## src/rtl/incr_chain_sched_if.sv

```systemverilog
`default_nettype none
// ============================================================================
// Module   : incr_chain_sched_if
// Brief    : Request/response bundle between clients and incr_chain_sched.
// Revision : 1.0
// ============================================================================
interface incr_chain_sched_if #(
    parameter int NUM_REQ = 4,
    parameter int WIDTH   = 8,
    parameter int ID_W    = (NUM_REQ > 1) ? $clog2(NUM_REQ) : 1
);
    logic [NUM_REQ-1:0]       req_valid;
    logic [NUM_REQ-1:0]       req_ready;
    logic [NUM_REQ*WIDTH-1:0] req_data;
    logic                     resp_valid;
    logic                     resp_ready;
    logic [WIDTH-1:0]         resp_data;
    logic [ID_W-1:0]          resp_id;
    logic                     busy;

    modport master (
        output req_valid, req_data, resp_ready,
        input  req_ready, resp_valid, resp_data, resp_id, busy
    );

    modport slave (
        input  req_valid, req_data, resp_ready,
        output req_ready, resp_valid, resp_data, resp_id, busy
    );
endinterface
`default_nettype wire

```

## src/rtl/incr_chain_sched.sv

```systemverilog
`default_nettype none
// ============================================================================
// Module   : incr_chain_sched
// Brief    : Round-robin shared +STAGES pipeline with credit-guarded in-order
//            response FIFO.
// Revision : 1.0
// ============================================================================
module incr_chain_sched #(
    parameter int NUM_REQ    = 4,
    parameter int WIDTH      = 8,
    parameter int STAGES     = 20,
    parameter int LAT        = 4,
    parameter int FIFO_DEPTH = 8,
    parameter int ID_W       = (NUM_REQ > 1) ? $clog2(NUM_REQ) : 1
) (
    input  logic               clk,
    input  logic               rst,
    incr_chain_sched_if.slave  bus
);
    localparam int CNT_W = $clog2(FIFO_DEPTH + 1);
    localparam int PTR_W = (FIFO_DEPTH > 1) ? $clog2(FIFO_DEPTH) : 1;
    localparam logic [WIDTH-1:0] c_stages = WIDTH'(STAGES);
    localparam logic [CNT_W-1:0] c_depth  = CNT_W'(FIFO_DEPTH);
    localparam logic [PTR_W-1:0] c_last   = PTR_W'(FIFO_DEPTH - 1);
    localparam logic [ID_W-1:0]  c_ptr_rst = ID_W'(NUM_REQ - 1);

    logic [ID_W-1:0]   ptr_q, ptr_d;
    logic [CNT_W-1:0]  outstanding_q, outstanding_d;
    logic              w_found;
    logic              w_can_accept;
    logic              w_accept;
    logic [ID_W-1:0]   w_grant_idx;
    logic [WIDTH-1:0]  w_grant_data;

    logic              w_push;
    logic [ID_W-1:0]   w_push_id;
    logic [WIDTH-1:0]  w_push_data;

    logic [WIDTH-1:0]  mem_data_q [FIFO_DEPTH];
    logic [ID_W-1:0]   mem_id_q   [FIFO_DEPTH];
    logic [PTR_W-1:0]  wr_ptr_q, wr_ptr_d;
    logic [PTR_W-1:0]  rd_ptr_q, rd_ptr_d;
    logic [CNT_W-1:0]  count_q, count_d;
    logic [CNT_W-1:0]  w_count_after_pop;
    logic              w_pop;
    logic              w_head_from_push;
    logic [WIDTH-1:0]  head_data_q;
    logic [ID_W-1:0]   head_id_q;

    function automatic logic [PTR_W-1:0] ptr_inc(input logic [PTR_W-1:0] p);
        return (p == c_last) ? '0 : p + PTR_W'(1);
    endfunction

    // Indices above the pointer win first, then the wrapped-around lower ones.
    always_comb begin
        w_found      = 1'b0;
        w_grant_idx  = '0;
        w_grant_data = '0;
        for (int i = 0; i < NUM_REQ; i++) begin
            if (!w_found && bus.req_valid[i] && (i > int'(ptr_q))) begin
                w_found      = 1'b1;
                w_grant_idx  = ID_W'(i);
                w_grant_data = bus.req_data[i*WIDTH +: WIDTH];
            end
        end
        for (int i = 0; i < NUM_REQ; i++) begin
            if (!w_found && bus.req_valid[i] && (i <= int'(ptr_q))) begin
                w_found      = 1'b1;
                w_grant_idx  = ID_W'(i);
                w_grant_data = bus.req_data[i*WIDTH +: WIDTH];
            end
        end
    end

    assign w_can_accept  = (outstanding_q < c_depth);
    assign w_accept      = w_can_accept & w_found;
    assign bus.req_ready = w_accept ? (NUM_REQ'(1) << w_grant_idx) : '0;
    assign ptr_d         = w_accept ? w_grant_idx : ptr_q;

    // Stage 1..LAT-1 are registers; the value leaving stage LAT-1 is written
    // straight into the FIFO, which supplies the final cycle of latency.
    if (LAT > 1) begin : g_pipe
        logic [LAT-2:0]   vld_q;
        logic [ID_W-1:0]  id_q  [LAT-1];
        logic [WIDTH-1:0] dat_q [LAT-1];

        always_ff @(posedge clk) begin
            if (rst) begin
                vld_q <= '0;
            end else begin
                vld_q[0] <= w_accept;
                for (int k = 1; k < LAT - 1; k++) begin
                    vld_q[k] <= vld_q[k-1];
                end
            end
            id_q[0]  <= w_grant_idx;
            dat_q[0] <= w_grant_data + c_stages;
            for (int k = 1; k < LAT - 1; k++) begin
                id_q[k]  <= id_q[k-1];
                dat_q[k] <= dat_q[k-1];
            end
        end

        assign w_push      = vld_q[LAT-2];
        assign w_push_id   = id_q[LAT-2];
        assign w_push_data = dat_q[LAT-2];
    end else begin : g_direct
        assign w_push      = w_accept;
        assign w_push_id   = w_grant_idx;
        assign w_push_data = w_grant_data + c_stages;
    end

    always_comb begin
        w_pop             = (count_q != '0) & bus.resp_ready;
        rd_ptr_d          = w_pop  ? ptr_inc(rd_ptr_q) : rd_ptr_q;
        wr_ptr_d          = w_push ? ptr_inc(wr_ptr_q) : wr_ptr_q;
        w_count_after_pop = count_q - CNT_W'(w_pop);
        count_d           = w_count_after_pop + CNT_W'(w_push);
        w_head_from_push  = w_push & (w_count_after_pop == '0);
        outstanding_d     = outstanding_q + CNT_W'(w_accept) - CNT_W'(w_pop);
    end

    always_ff @(posedge clk) begin
        if (w_push) begin
            mem_data_q[wr_ptr_q] <= w_push_data;
            mem_id_q[wr_ptr_q]   <= w_push_id;
        end
    end

    // Head registers only move when there is a next entry, so the outputs
    // keep showing the last response while the FIFO is empty.
    always_ff @(posedge clk) begin
        if (rst) begin
            ptr_q         <= c_ptr_rst;
            outstanding_q <= '0;
            wr_ptr_q      <= '0;
            rd_ptr_q      <= '0;
            count_q       <= '0;
            head_data_q   <= '0;
            head_id_q     <= '0;
        end else begin
            ptr_q         <= ptr_d;
            outstanding_q <= outstanding_d;
            wr_ptr_q      <= wr_ptr_d;
            rd_ptr_q      <= rd_ptr_d;
            count_q       <= count_d;
            if (count_d != '0) begin
                head_data_q <= w_head_from_push ? w_push_data : mem_data_q[rd_ptr_d];
                head_id_q   <= w_head_from_push ? w_push_id   : mem_id_q[rd_ptr_d];
            end
        end
    end

    assign bus.resp_valid = (count_q != '0);
    assign bus.resp_data  = head_data_q;
    assign bus.resp_id    = head_id_q;
    assign bus.busy       = (outstanding_q != '0);
endmodule
`default_nettype wire

```

## src/flat_wrapper.sv

```systemverilog
// flat-port wrapper written by rule: the top's interface ports become plain ports
module incr_chain_sched_flat 
#(
    parameter int NUM_REQ    = 4,
    parameter int WIDTH      = 8,
    parameter int STAGES     = 20,
    parameter int LAT        = 4,
    parameter int FIFO_DEPTH = 8,
    parameter int ID_W       = (NUM_REQ > 1) ? $clog2(NUM_REQ) : 1
)
  (clk, rst, bus_req_valid, bus_req_data, bus_resp_ready, bus_req_ready, bus_resp_valid, bus_resp_data, bus_resp_id, bus_busy);
  incr_chain_sched_if #(.NUM_REQ(NUM_REQ), .WIDTH(WIDTH), .ID_W(ID_W)) bus_i ();
  input  logic clk;
  input  logic rst;
  input wire logic [$bits(bus_i.req_valid)-1:0] bus_req_valid;
  input wire logic [$bits(bus_i.req_data)-1:0] bus_req_data;
  input wire logic [$bits(bus_i.resp_ready)-1:0] bus_resp_ready;
  output wire logic [$bits(bus_i.req_ready)-1:0] bus_req_ready;
  output wire logic [$bits(bus_i.resp_valid)-1:0] bus_resp_valid;
  output wire logic [$bits(bus_i.resp_data)-1:0] bus_resp_data;
  output wire logic [$bits(bus_i.resp_id)-1:0] bus_resp_id;
  output wire logic [$bits(bus_i.busy)-1:0] bus_busy;
  assign bus_i.req_valid = bus_req_valid;
  assign bus_i.req_data = bus_req_data;
  assign bus_i.resp_ready = bus_resp_ready;
  assign bus_req_ready = bus_i.req_ready;
  assign bus_resp_valid = bus_i.resp_valid;
  assign bus_resp_data = bus_i.resp_data;
  assign bus_resp_id = bus_i.resp_id;
  assign bus_busy = bus_i.busy;
  incr_chain_sched #(.NUM_REQ(NUM_REQ), .WIDTH(WIDTH), .STAGES(STAGES), .LAT(LAT), .FIFO_DEPTH(FIFO_DEPTH), .ID_W(ID_W)) u_core (.clk(clk), .rst(rst), .bus(bus_i));
endmodule
```

## config.mk

```make
export PLATFORM = sky130hd
export DESIGN_NAME = incr_chain_sched_flat
export DESIGN_NICKNAME = d
export VERILOG_FILES = /design/src/rtl/incr_chain_sched_if.sv /design/src/rtl/incr_chain_sched.sv /design/src/flat_wrapper.sv
export SDC_FILE = /design/constraint.sdc
export NUM_CORES = 1
export LEC_CHECK = 0
export BUFFER_PORTS_ARGS = -buffer_cell sky130_fd_sc_hd__buf_2
export CORE_ASPECT_RATIO = 1.5
export CORE_MARGIN = 2
export CORE_UTILIZATION = 58
export CTS_BUF_LIST = sky130_fd_sc_hd__clkbuf_4 sky130_fd_sc_hd__clkbuf_8
export DETAILED_ROUTE_END_ITERATION = 8
export GPL_ROUTABILITY_DRIVEN = 0
export MAX_ROUTING_LAYER = met4
export PLACE_DENSITY_LB_ADDON = 0.15
export SLEW_MARGIN = 20
export SYNTH_ARGS = -nofsm -noshare
export SYNTH_HDL_FRONTEND = slang
export SYNTH_SLANG_ARGS = --single-unit
```

## constraint.sdc

```tcl
create_clock -name clk -period 3.2 [get_ports clk]
set_input_delay 0.32 -clock clk [delete_from_list [all_inputs] [get_ports clk]]
set_output_delay 0.32 -clock clk [all_outputs]
set_load 0.05 [all_outputs]
```

==> run_results.csv <==
group,metric,value,unit
logic_synthesis,async_reset_ff_frac,0,
cts,cts_resized,0,
setup_path,crit_required,3.51,ns
pwr,power.internal,0.004250,W
sta,timing.hold.ws,0.1203,ns
sta,achievable-frequency,0.3377,GHz
setup_path,cp_cell_sequence,"o41ai_2, inv_1, ha_1, ha_1, xor2_1, nand2b_1, o22a_1, or3_1, buf_4, and3_1, a211o_1",
setup_path,arrival,3.27,ns
drt,postRouteWirelength,11.68,mm
worst_hold_path,min_from,"bus_req_data[26]",
global_routing,overflow,0,
final_layout,nFillCells,744,
run,cap_violations,0,
logic_synthesis,ys_types,58,
logic_synthesis,synth.area.top_cells,"edfxtp_1 (40%), dfxtp_1 (20%), mux2_2 (3.8%)",
sta,finalHoldViolCount,0,
floorplanning,dieArea,11170,µm²
sta,fin_skew,0.008608,ns
setup_path,cp-start-kind,"flop",
placed_design,placedCellCount,640,
setup_path,cp_slowest_cell,"o41ai_2",
global_routing,grt_max_degree,33,
floorplanning,num_rows,45,
pwr,p_leak,2.860,nW
setup_path,crit_path_end_kind,"flop",
sta,setup_viol,0,
cts,path_clk_slew,0.07,ns
final_layout,stdcell_count,672,
floorplanning,initial_core_util,0.5942,
logic_synthesis,synth_ff_type,"edfxtp_1",
drt,ant_nets,0,
cts,clk_latency,0.42,ns
setup_path,crit_fanout,20,
cts,cts_tree,"built",
sta,period_needed,2.961,ns
setup_path,critical_path.max_stage_delay,0.37,ns
logic_synthesis,yosys-top-cells-count,"edfxtp_1 (80), dfxtp_1 (59), a21oi_1 (29), nor2_1 (29), mux2i_1 (22)",
cts,cts_buffers,17,
logic_synthesis,netlist.area_leader.share,0.4012,
sta,timing.final.crit_share,0.9254,
drt,first_pass_iters,5,
logic_synthesis,synth_seq_area_share,0.5984,
global_routing,grt_antenna_before_repair,0,
global_routing,grt_pass1_vias,4045,
worst_hold_path,min_path_type,"in -> reg",
setup_path,worstSetupPathType,"reg -> reg",
pwr,clock_power_share,0.222,
final_layout,area_delta_synth_final,14.33,%
drt,drt_drc_violations_left,0,
floorplanning,die_y,128.4,µm
sta,tightest_slew,1.033,ns
placed_design,io_buffers,54,
logic_synthesis,synth_most_common_cell,"edfxtp_1",
setup_path,startpoint,"u_core.count_q[1]$_SDFF_PP0_",
logic_synthesis,syn_area,5988,µm²
cts,cts-root-buf,"clkbuf_8",
logic_synthesis,syn_inst,473,
cts,clockBufferDepth,2,
status,status,"finished, final reports clean",
sta,final-max-slew-violation-count,0,
logic_synthesis,synth.avg_cell_area,12.66,µm²
final_layout,fin_nets,596,
floorplanning,core_region_area,10080,µm²
sta,relSlewSlack,0.3086,
logic_synthesis,synth_edf_count,80,
global_routing,grt_use_total,0.2313,
logic_synthesis,synthesis.nets,527,
sta,rsz0062_at_grt,"false",
pwr,combPwrFrac,0.383,
placed_design,hpwl,8.317,mm
setup_path,crit-reg2reg-launch,"u_core.count_q[1]$_SDFF_PP0_",
floorplanning,ios,55,
logic_synthesis,ys_seq_elements,139,
floorplanning,die_w,86.97,µm
pwr,power.density,952.0,nW/µm²
setup_path,crit_path_frequent_cell,"ha_1",
drt,wl_per_cell,17.38,µm
pwr,power_frac_seq,0.395,
cts,cts.sink_count,139,
cts,post_cts_buffers,0,
pwr,p_sw_frac,0.3479,
cts,hold_buffers,0,
drt,routed_via_density,5.908,
pwr,power,0.006518,W
logic_synthesis,synth_top_cell_by_area,"edfxtp_1",
pwr,p_switching,0.002268,W
global_routing,grt_pass1_wl,18.95,mm
sta,setup-tns-final,0,ns
final_layout,post_route_cells_drive_above_1_share,0.2559,
logic_synthesis,ys_warn_count,0,
final_layout,diodes,0,
cts,h-tree-depth,4,
pwr,peakVddDrop,0.4453,mV
drt,drt_iter0_markers,249,
drt,vias,3970,
-- layout make-up --
class	instances	area, µm²	share of cell area
clock inverter	14	177.7	0.02595
multi-input combinational	294	2216	0.3236
inverter	19	71.32	0.01042
sequential	139	3583	0.5234
timing repair buffer	71	410.4	0.05994
clock buffer	18	241.5	0.03527
tap	117	146.4	0.02138
-- placed cells by master, fill, tap and decap left out, types with 4 or more instances in the layout --
master      n
edfxtp_1   80
dfxtp_1    59
buf_2      54
nor2_1     29
a21oi_1    29
mux2i_1    22
nand2_1    21
mux2_2     20
inv_1      18
clkbuf_8   17
buf_4      16
and3_1     15
o22ai_1    14
ha_1       14
nor3b_1    11
a211o_1    11
nor3_1     10
mux2_4     10
nand2b_1    9
nor2b_1     9
nand3_1     9
a221o_1     6
o31ai_1     5
xnor2_1     5
nand3b_1    4
a31oi_1     4
bufinv_16   4
clkinv_2    4
-- sequential cells by signal, indices dropped and copies added, names as in the netlist --
| signal | count |
|---|---|
| u_core.outstanding_q | 4 |
| u_core.g_pipe.vld_q | 3 |
| u_core.bus.resp_id | 2 |
| u_core.g_pipe.id_q | 6 |
| u_core.rd_ptr_q | 3 |
| u_core.mem_id_q | 16 |
| u_core.g_pipe.dat_q | 24 |
| u_core.ptr_q | 2 |
| u_core.count_q | 4 |
| u_core.bus.resp_data | 8 |
| u_core.wr_ptr_q | 3 |
| u_core.mem_data_q | 64 |
-- final timing paths --
| check | to | cells after the start | slack, ns |
|---|---|---|---|
| min | u_core.g_pipe.dat_q[0][2]$_DFF_P_ | 2 | 0.12 |
| min reg2reg | u_core.g_pipe.dat_q[0][22]$_DFF_P_ | 0 | 0.32 |
| max reg2reg | u_core.bus.resp_data[2]$_SDFFE_PP0P_ | 11 | 0.24 |
| max | u_core.bus.resp_data[2]$_SDFFE_PP0P_ | 11 | 0.24 |
-- critical path, delay by kind of cell (launching register included) --
kind	cells	cell delay, ns
AO/OA/AOI/OAI	3	0.86
XOR/XNOR	1	0.20
adder cells (fa/ha/maj)	2	0.43
buffers and inverters	2	0.31
flip-flops	1	0.35
AND/OR/NAND/NOR	3	0.69
-- power groups by stage --
stage | clock network (W) | logic (W) | registers [W]
floorplan | 0 | 0.00187 | 0.00266
global placement | 0 | 0.00243 | 0.00259
detailed placement | 0 | 0.00250 | 0.00261
CTS | 0.00148 | 0.00252 | 0.00258
global route | 0.00156 | 0.00273 | 0.00262
finish | 0.00145 | 0.00249 | 0.00257
-- metal layers --
metal	track usage	part of all wire	wire length [µm]	vias up
li1	-	-	-	1901
met1	0.2381	0.39	4527	1892
met2	0.4014	0.53	6233	143
met3	0.06350	0.048	557	34
met4	0.1094	0.031	363	0
met5	-	0	0	-
-- metrics by stage --
stage	instance area, µm²	setup WS, ns	util
2_1_floorplan	5988	0.3095	-
3_3_place_gp	6427	0.3777	0.6377
3_5_place_dp	6427	0.2108	0.6377
4_1_cts	6847	0.1809	0.6793
5_1_grt	6847	0.01609	0.6793
6_report	6847	0.2387	0.6793
-- cell families after synthesis --
family,after synthesis,share of synthesized area
DFF,139,0.5984
muxes,52,0.09946
buffers and inverters,40,0.03155
xor gates and xnor gates,9,0.01442
and+or+nand+nor,130,0.1185
adders and majority gates,15,0.03260
AOI/OAI and AO/OA,88,0.1051
(Power assumes the default switching activity.)
